`src/rtl/pipe_pkg.sv`:
```
// Shared constants for the pipeline stage register: default field widths and
// control-field bit positions, plus the skid-buffer occupancy encoding.
package pipe_pkg;

    localparam int CTRL_W_DEF = 10;
    localparam int DATA_W_DEF = 149;
    localparam int CNT_W_DEF  = 16;

    // Control-field bit positions; bit 9 is spare in the default 10-bit field.
    localparam int CTRL_REG_WRITE = 0;
    localparam int CTRL_MEM_TO_REG = 1;
    localparam int CTRL_MEM_WRITE = 2;
    localparam int CTRL_MEM_READ  = 3;
    localparam int CTRL_BRANCH    = 4;
    localparam int CTRL_ALU_SRC   = 5;
    localparam int CTRL_REG_DST   = 6;
    localparam int CTRL_ALU_OP_LO = 7;
    localparam int CTRL_ALU_OP_HI = 8;
    localparam int CTRL_SPARE     = 9;

    typedef enum logic [1:0] {
        BUF_EMPTY = 2'b00,
        BUF_MAIN  = 2'b01,
        BUF_FULL  = 2'b10
    } buf_state_e;

endpackage

```
`src/rtl/pipe_skid_buf.sv`:
```
// Two-entry (main + skid) storage for pipe_stage_reg; in_ready is a flop so
// there is no combinational path from out_ready to in_ready.
module pipe_skid_buf
    import pipe_pkg::*;
#(
    parameter int CTRL_W = CTRL_W_DEF,
    parameter int DATA_W = DATA_W_DEF
) (
    input  logic              clk,
    input  logic              reset,
    input  logic              flush,
    input  logic              in_valid,
    output logic              in_ready,
    input  logic [CTRL_W-1:0] in_ctrl,
    input  logic [DATA_W-1:0] in_data,
    output logic              out_valid,
    input  logic              out_ready,
    output logic [CTRL_W-1:0] out_ctrl,
    output logic [DATA_W-1:0] out_data
);

    buf_state_e        state_q, state_d;
    logic [CTRL_W-1:0] main_ctrl_q, main_ctrl_d;
    logic [DATA_W-1:0] main_data_q, main_data_d;
    logic [CTRL_W-1:0] skid_ctrl_q, skid_ctrl_d;
    logic [DATA_W-1:0] skid_data_q, skid_data_d;
    logic              in_ready_q, in_ready_d;
    logic              accept;
    logic              release_main;

    always_comb begin
        state_d     = state_q;
        main_ctrl_d = main_ctrl_q;
        main_data_d = main_data_q;
        skid_ctrl_d = skid_ctrl_q;
        skid_data_d = skid_data_q;

        accept       = in_valid && in_ready_q;
        release_main = (state_q != BUF_EMPTY) && out_ready;

        if (flush) begin
            state_d     = BUF_EMPTY;
            main_ctrl_d = '0;
            skid_ctrl_d = '0;
        end else begin
            unique case (state_q)
                BUF_EMPTY: begin
                    if (accept) begin
                        state_d     = BUF_MAIN;
                        main_ctrl_d = in_ctrl;
                        main_data_d = in_data;
                    end
                end
                BUF_MAIN: begin
                    if (release_main && accept) begin
                        main_ctrl_d = in_ctrl;
                        main_data_d = in_data;
                    end else if (release_main) begin
                        state_d     = BUF_EMPTY;
                        main_ctrl_d = '0;
                    end else if (accept) begin
                        state_d     = BUF_FULL;
                        skid_ctrl_d = in_ctrl;
                        skid_data_d = in_data;
                    end
                end
                BUF_FULL: begin
                    // in_ready is low here, so only the skid-to-main move can happen.
                    if (release_main) begin
                        state_d     = BUF_MAIN;
                        main_ctrl_d = skid_ctrl_q;
                        main_data_d = skid_data_q;
                        skid_ctrl_d = '0;
                    end
                end
                default: begin
                    state_d     = BUF_EMPTY;
                    main_ctrl_d = '0;
                    skid_ctrl_d = '0;
                end
            endcase
        end

        in_ready_d = (state_d != BUF_FULL);
    end

    always_ff @(posedge clk or posedge reset) begin
        if (reset) begin
            state_q     <= BUF_EMPTY;
            main_ctrl_q <= '0;
            main_data_q <= '0;
            skid_ctrl_q <= '0;
            skid_data_q <= '0;
            in_ready_q  <= 1'b1;
        end else begin
            state_q     <= state_d;
            main_ctrl_q <= main_ctrl_d;
            main_data_q <= main_data_d;
            skid_ctrl_q <= skid_ctrl_d;
            skid_data_q <= skid_data_d;
            in_ready_q  <= in_ready_d;
        end
    end

    assign in_ready  = in_ready_q;
    assign out_valid = (state_q != BUF_EMPTY);
    assign out_ctrl  = main_ctrl_q;
    assign out_data  = main_data_q;

endmodule

```
`src/rtl/pipe_stage_reg.sv`:
```
// Registered pipeline stage with valid/ready handshake, flush and bubble counter.
// Define PIPE_STAGE_SKID_EN to build the two-entry skid-buffer variant.
module pipe_stage_reg
    import pipe_pkg::*;
#(
    parameter int CTRL_W = CTRL_W_DEF,
    parameter int DATA_W = DATA_W_DEF,
    parameter int CNT_W  = CNT_W_DEF
) (
    input  logic              clk,
    input  logic              reset,
    input  logic              flush,
    input  logic              in_valid,
    output logic              in_ready,
    input  logic [CTRL_W-1:0] in_ctrl,
    input  logic [DATA_W-1:0] in_data,
    output logic              out_valid,
    input  logic              out_ready,
    output logic [CTRL_W-1:0] out_ctrl,
    output logic [DATA_W-1:0] out_data,
    output logic [CNT_W-1:0]  bubble_cnt
);

`ifdef PIPE_STAGE_SKID_EN

    pipe_skid_buf #(
        .CTRL_W (CTRL_W),
        .DATA_W (DATA_W)
    ) u_skid_buf (
        .clk       (clk),
        .reset     (reset),
        .flush     (flush),
        .in_valid  (in_valid),
        .in_ready  (in_ready),
        .in_ctrl   (in_ctrl),
        .in_data   (in_data),
        .out_valid (out_valid),
        .out_ready (out_ready),
        .out_ctrl  (out_ctrl),
        .out_data  (out_data)
    );

`else

    logic              valid_q, valid_d;
    logic [CTRL_W-1:0] ctrl_q, ctrl_d;
    logic [DATA_W-1:0] data_q, data_d;
    logic              accept;
    logic              release_entry;

    always_comb begin
        // NOTE: every variable gets a default first so no path leaves it unassigned (no latch).
        valid_d = valid_q;
        ctrl_d  = ctrl_q;
        data_d  = data_q;

        accept        = in_valid && in_ready;
        release_entry = valid_q && out_ready;

        // Flush wins over a same-cycle accept; data is kept, control is zeroed.
        if (flush) begin
            valid_d = 1'b0;
            ctrl_d  = '0;
        end else if (accept) begin
            valid_d = 1'b1;
            ctrl_d  = in_ctrl;
            data_d  = in_data;
        end else if (release_entry) begin
            valid_d = 1'b0;
            ctrl_d  = '0;
        end
    end

    always_ff @(posedge clk or posedge reset) begin
        if (reset) begin
            valid_q <= 1'b0;
            ctrl_q  <= '0;
            data_q  <= '0;
        end else begin
            // NOTE: non-blocking assignments so every flop samples pre-edge values.
            valid_q <= valid_d;
            ctrl_q  <= ctrl_d;
            data_q  <= data_d;
        end
    end

    assign in_ready  = out_ready || !valid_q;
    assign out_valid = valid_q;
    assign out_ctrl  = ctrl_q;
    assign out_data  = data_q;

`endif

    logic [CNT_W-1:0] bubble_cnt_q, bubble_cnt_d;

    // Counts downstream-idle cycles; flush does not touch it.
    always_comb begin
        bubble_cnt_d = bubble_cnt_q;
        if (!out_valid && out_ready && (bubble_cnt_q != {CNT_W{1'b1}})) begin
            bubble_cnt_d = bubble_cnt_q + CNT_W'(1);
        end
    end

    always_ff @(posedge clk or posedge reset) begin
        if (reset) begin
            bubble_cnt_q <= '0;
        end else begin
            bubble_cnt_q <= bubble_cnt_d;
        end
    end

    assign bubble_cnt = bubble_cnt_q;

endmodule
```
`config.mk`:
```
export PLATFORM = sky130hd
export DESIGN_NAME = pipe_stage_reg
export DESIGN_NICKNAME = d
export VERILOG_FILES = /design/src/rtl/pipe_pkg.sv /design/src/rtl/pipe_skid_buf.sv /design/src/rtl/pipe_stage_reg.sv
export SDC_FILE = /design/constraint.sdc
export NUM_CORES = 1
export LEC_CHECK = 0
export ABC_AREA = 1
export CELL_PAD_IN_SITES_DETAIL_PLACEMENT = 2
export CELL_PAD_IN_SITES_GLOBAL_PLACEMENT = 2
export CORE_ASPECT_RATIO = 0.5
export CORE_MARGIN = 2
export CORE_UTILIZATION = 20
export DETAILED_ROUTE_END_ITERATION = 7
export HOLD_SLACK_MARGIN = 0.05
export PLACE_DENSITY = 0.76
export RECOVER_POWER = 25
export SYNTH_ARGS = -nofsm -noshare
export SYNTH_HDL_FRONTEND = slang
export SYNTH_SLANG_ARGS = --single-unit
export TNS_END_PERCENT = 20
```
`constraint.sdc`:
```
create_clock -name clk -period 5.93 [get_ports clk]
set_input_delay 1.186 -clock clk [delete_from_list [all_inputs] [get_ports clk]]
set_output_delay 1.186 -clock clk [all_outputs]
set_load 0.05 [all_outputs]
```
-- Word-level counts from Yosys, hierarchy flattened
Cells that the tools add are included.
- bits in registers: 176
- bits of input ports: 164
- output and inout bits: 177
- $add $sub $neg: 1
- equal/unequal tests: 1
- muxes and demuxes: 6
- bitwise operators: 1
- reductions and logical operators: 8
- operators by type and width (operator ; number):
    10-bit 2-to-1 mux ; 3
    16-bit by 1-bit adder with 16-bit output (second input constant) ; 1
    16-bit inequality test (second input constant) ; 1
    1-bit logical AND ; 4
    1-bit 2-to-1 mux ; 3
    3-bit nonzero test ; 1
    2-bit AND reduction ; 1
    1-bit logical NOT ; 1
    1-bit logical OR ; 1
    1-bit NOT ; 1

-- Longest topological paths before layout
- depth after elaboration: 5
- depth in mapped cells: 9
- depth with buffers taken out: 9

-- Least setup slack after synthesis
OpenSTA, ideal clock, no wires.
- path kind: input -> output
- from: input port out_ready
- to: output port in_ready
- data arrival time: 1431 ps
- required time: 4744 ps
- slack: 3313 ps
- cell stages on the path: 2
- buffers on the path: 0
- cells stage by stage: inv_2 -> nand2_2
- cells in the longest elaborated chain, start to end: 1
- ends and longest elaborated chain (what ; RTL line ; RTL):
    start: declaration ; pipe_stage_reg.sv:18 ; input logic out_ready,
    1-bit logical OR ; pipe_stage_reg.sv:87 ; assign in_ready = out_ready || !valid_q;
    end: declaration ; pipe_stage_reg.sv:14 ; output logic in_ready,
No other way between the ends.

==> flow_summary.toml <==
[outcome]
outcome = "finished, violations left"
failing_checks = "max-capacitance violations, max-slew violations"

[yosys]
yosysTopAreaCellShare_pct = 62.3
synth_cells = 826
synthesized_area_per_cell_um2 = 8.56
seq_area_frac_synth_pct = 62.3
synth_top_cell_by_area = "dfrtp_1"
synth_cell_type_count = 24
synth_top_cells_by_area = "dfrtp_1 (62%), nand2_1 (28%), buf_2 (1.4%)"
synth.yosys.warnings = 0
synth_area_um2 = 7070
postSynthNetCount = 991
synth-seq-cells = 176

[worst_setup_path]
buf_inv_on_cp = 3
timing.critical_path.from = "reset"
timing.critical_path.fanout_max = 176
worstPathCellList = "dlygate4sd3_1 -> clkinvlp_4 -> clkbuf_4"
worstPathRequired_ps = 5890
worst_path_largest_cell_delay_ps = 1630
cp-start-kind = "primary input"
cp_data_arrival_time_ps = 3890
timing.critical_path.max_delay_family = "buffers and inverters"
critPathCaptureType = "asynchronous set/reset pin"
setup.worst_path.class = "in -> async"
cp_slowest_cell = "clkbuf_4"
worstReg2RegStart = "out_valid$_DFFE_PP0P_"

[pwr]
peakVddDrop_uv = 183
power.static_leakage_nw = 5.50
powerDensity_nw_per_um2 = 360

[die]
floorplan.core_area_um2 = 34700
die-width_um = 270
design.die.area_um2 = 37000
ioPinCount = 341
fp-row-count = 48
floorplan.initialDensity_pct = 20.4
die_h_um = 137

[hold_path]
worstHoldPathType = "reg -> reg"
hold_start = "out_data[58]$_DFFE_PP0P_"

[drt]
num_vias = 6725
drtAntennaViolNets = 0
drt_first_pass_iters = 4
routed_wire_length_per_instance_um = 18.2
route.final.wire_length_mm = 29.9
drc = 0
viasPerCell = 4.09
drtIter0Drc = 306

[job]
maxCapViolCount = 1

[timing]
max_slew.worst_pin.slew_ps = 2690
layout_worst_path_cycle_share_pct = 66.2
final_setup_fails = 0
hold_violations = 0
fin_setup_tns_ps = 0
grt_setup_unrepaired = "no"
clock_skew_ps = 10.2
timing_max_transition_violations_final = 177
achievable-frequency_mhz = 255
slew-limit-headroom_pct = -79.5
min_period_ps = 3930

[clock_network]
cts-root-buf = "clkbuf_16"
cts_inserted_buffers = 17
setup_fix_buffers_added_after_clock_tree_synthesis = 0
postCtsResizedCells = 0
cts_hold_buf = 0
clkTransAtPathRegs_ps = 70
clk_latency_ps = 440
tritoncts = "yes"
h_tree_lvl_count = 4
clock_path_buffers = 2
cts_sinks = 176

[placement]
detailed_place_hpwl_mm = 22.0
dpl_cell_area_um2 = 10900
numPortBuffers = 340
place_congestion = 0.802

[global_routing]
grt_pass1_wl_mm = 45.4
grt_antenna_before_repair = 1
all_layer_global_routing_usage_pct = 16.0
grt_overflow_total = 0
first_global_vias = 7631
grt_start_max_net_pins = 177

[layout]
postLayoutCellArea_um2 = 11600
area_delta_synth_final_pct = 63.8
drive_gt1_share_pct = 4.20
nNetsFinal = 1320
## routing by layer
| metal | GRT usage (%) | part of all wire, % | wire [µm] | vias to the layer above |
|---|---|---|---|---|
| met5 | 0 | 0 | 0 | - |
| met4 | 5.65 | 2.4 | 730 | 0 |
| met3 | 2.35 | 1.6 | 486 | 36 |
| met2 | 32.6 | 59 | 17700 | 81 |
| met1 | 16.7 | 37 | 11000 | 3462 |
| li1 | - | - | - | 3146 |
## where the power goes
part / internal, mW / switching, mW
clock: 0.792 / 0.503
combinational: 0.458 / 0.929
sequential: 1.37 / 0.118
total: 2.62 / 1.55
## cell families after synthesis
group / after synthesis / share of synthesized area (%)
flip-flops: 176 / 62.3
AND/OR/NAND/NOR: 581 / 32.4
adder cells (fa/ha/maj): 1 / 0.177
XOR/XNOR: 5 / 0.619
AO/OA/AOI/OAI: 10 / 0.814
buffers and inverters: 53 / 3.70
## placed cells by master (no fill, tap or decap), drive strengths merged
master,n
clkdlybuf4s50,338
nand3b,3
nor2,22
nand4,4
xor2,1
a21oi,1
dfrtp,176
clkinvlp,3
nand3,17
bufinv,5
buf,4
diode,1
nand2,535
o21ai,9
dlygate4sd3,2
ha,1
clkbuf,23
clkinv,2
xnor2,4
inv,17
## state kept, by name (all words and copies together), names as in the netlist
name,flops
bubble_cnt,16
out_ctrl,10
out_data,149
out_valid,1
## through the flow
| stage | hold slack (ps) | total power [mW] | setup slack [ps] | cells | util (%) |
|---|---|---|---|---|---|
| floorplan | 756 | 2.31 | 2490 | 826 | - |
| global placement | 463 | 2.87 | 2080 | 1611 | 31.6 |
| detailed placement | 467 | 2.91 | 1990 | 1611 | 31.6 |
| CTS | 486 | 4.24 | 2070 | 1642 | 33.5 |
| global route | 503 | 4.35 | 1530 | 1643 | 33.4 |
| finish | 481 | 4.17 | 2000 | 1643 | 33.4 |
## worst paths after layout
check,slack (ps),cells past startpoint,endpoint
max,2000,3,out_data[24]$_DFFE_PP0P_
min,480,2,out_data[58]$_DFFE_PP0P_
max reg2reg,3480,6,out_data[21]$_DFFE_PP0P_
min reg2reg,480,2,out_data[58]$_DFFE_PP0P_
max in group clk,2000,4,in_ready
min in group asynchronous,2050,3,out_data[45]$_DFFE_PP0P_
## worst min-delay path, stage by stage, from the launching register on
cell and delay, ps:
dfrtp_1 340, nand2_1 50, nand2_1 50
## layout make-up
cell class | count | area (µm²)
antenna | 1 | 2.50
clock buffer | 22 | 484
clock inverter | 9 | 179
fill | 3869 | 23100
inverter | 18 | 73.8
multi-input combinational | 597 | 2400
sequential | 176 | 4400
tap | 475 | 594
timing repair buffer | 345 | 3440
## Yosys cell counts, drive strengths merged
cell,count
nand4,4
clkbuf,6
xor2,1
inv,18
o21ai,9
xnor2,4
nand2,535
nand3b,3
nand3,17
dfrtp,176
buf,29
nor2,22
a21oi,1
ha,1
Note: power is estimated with default switching activity, not from simulation.
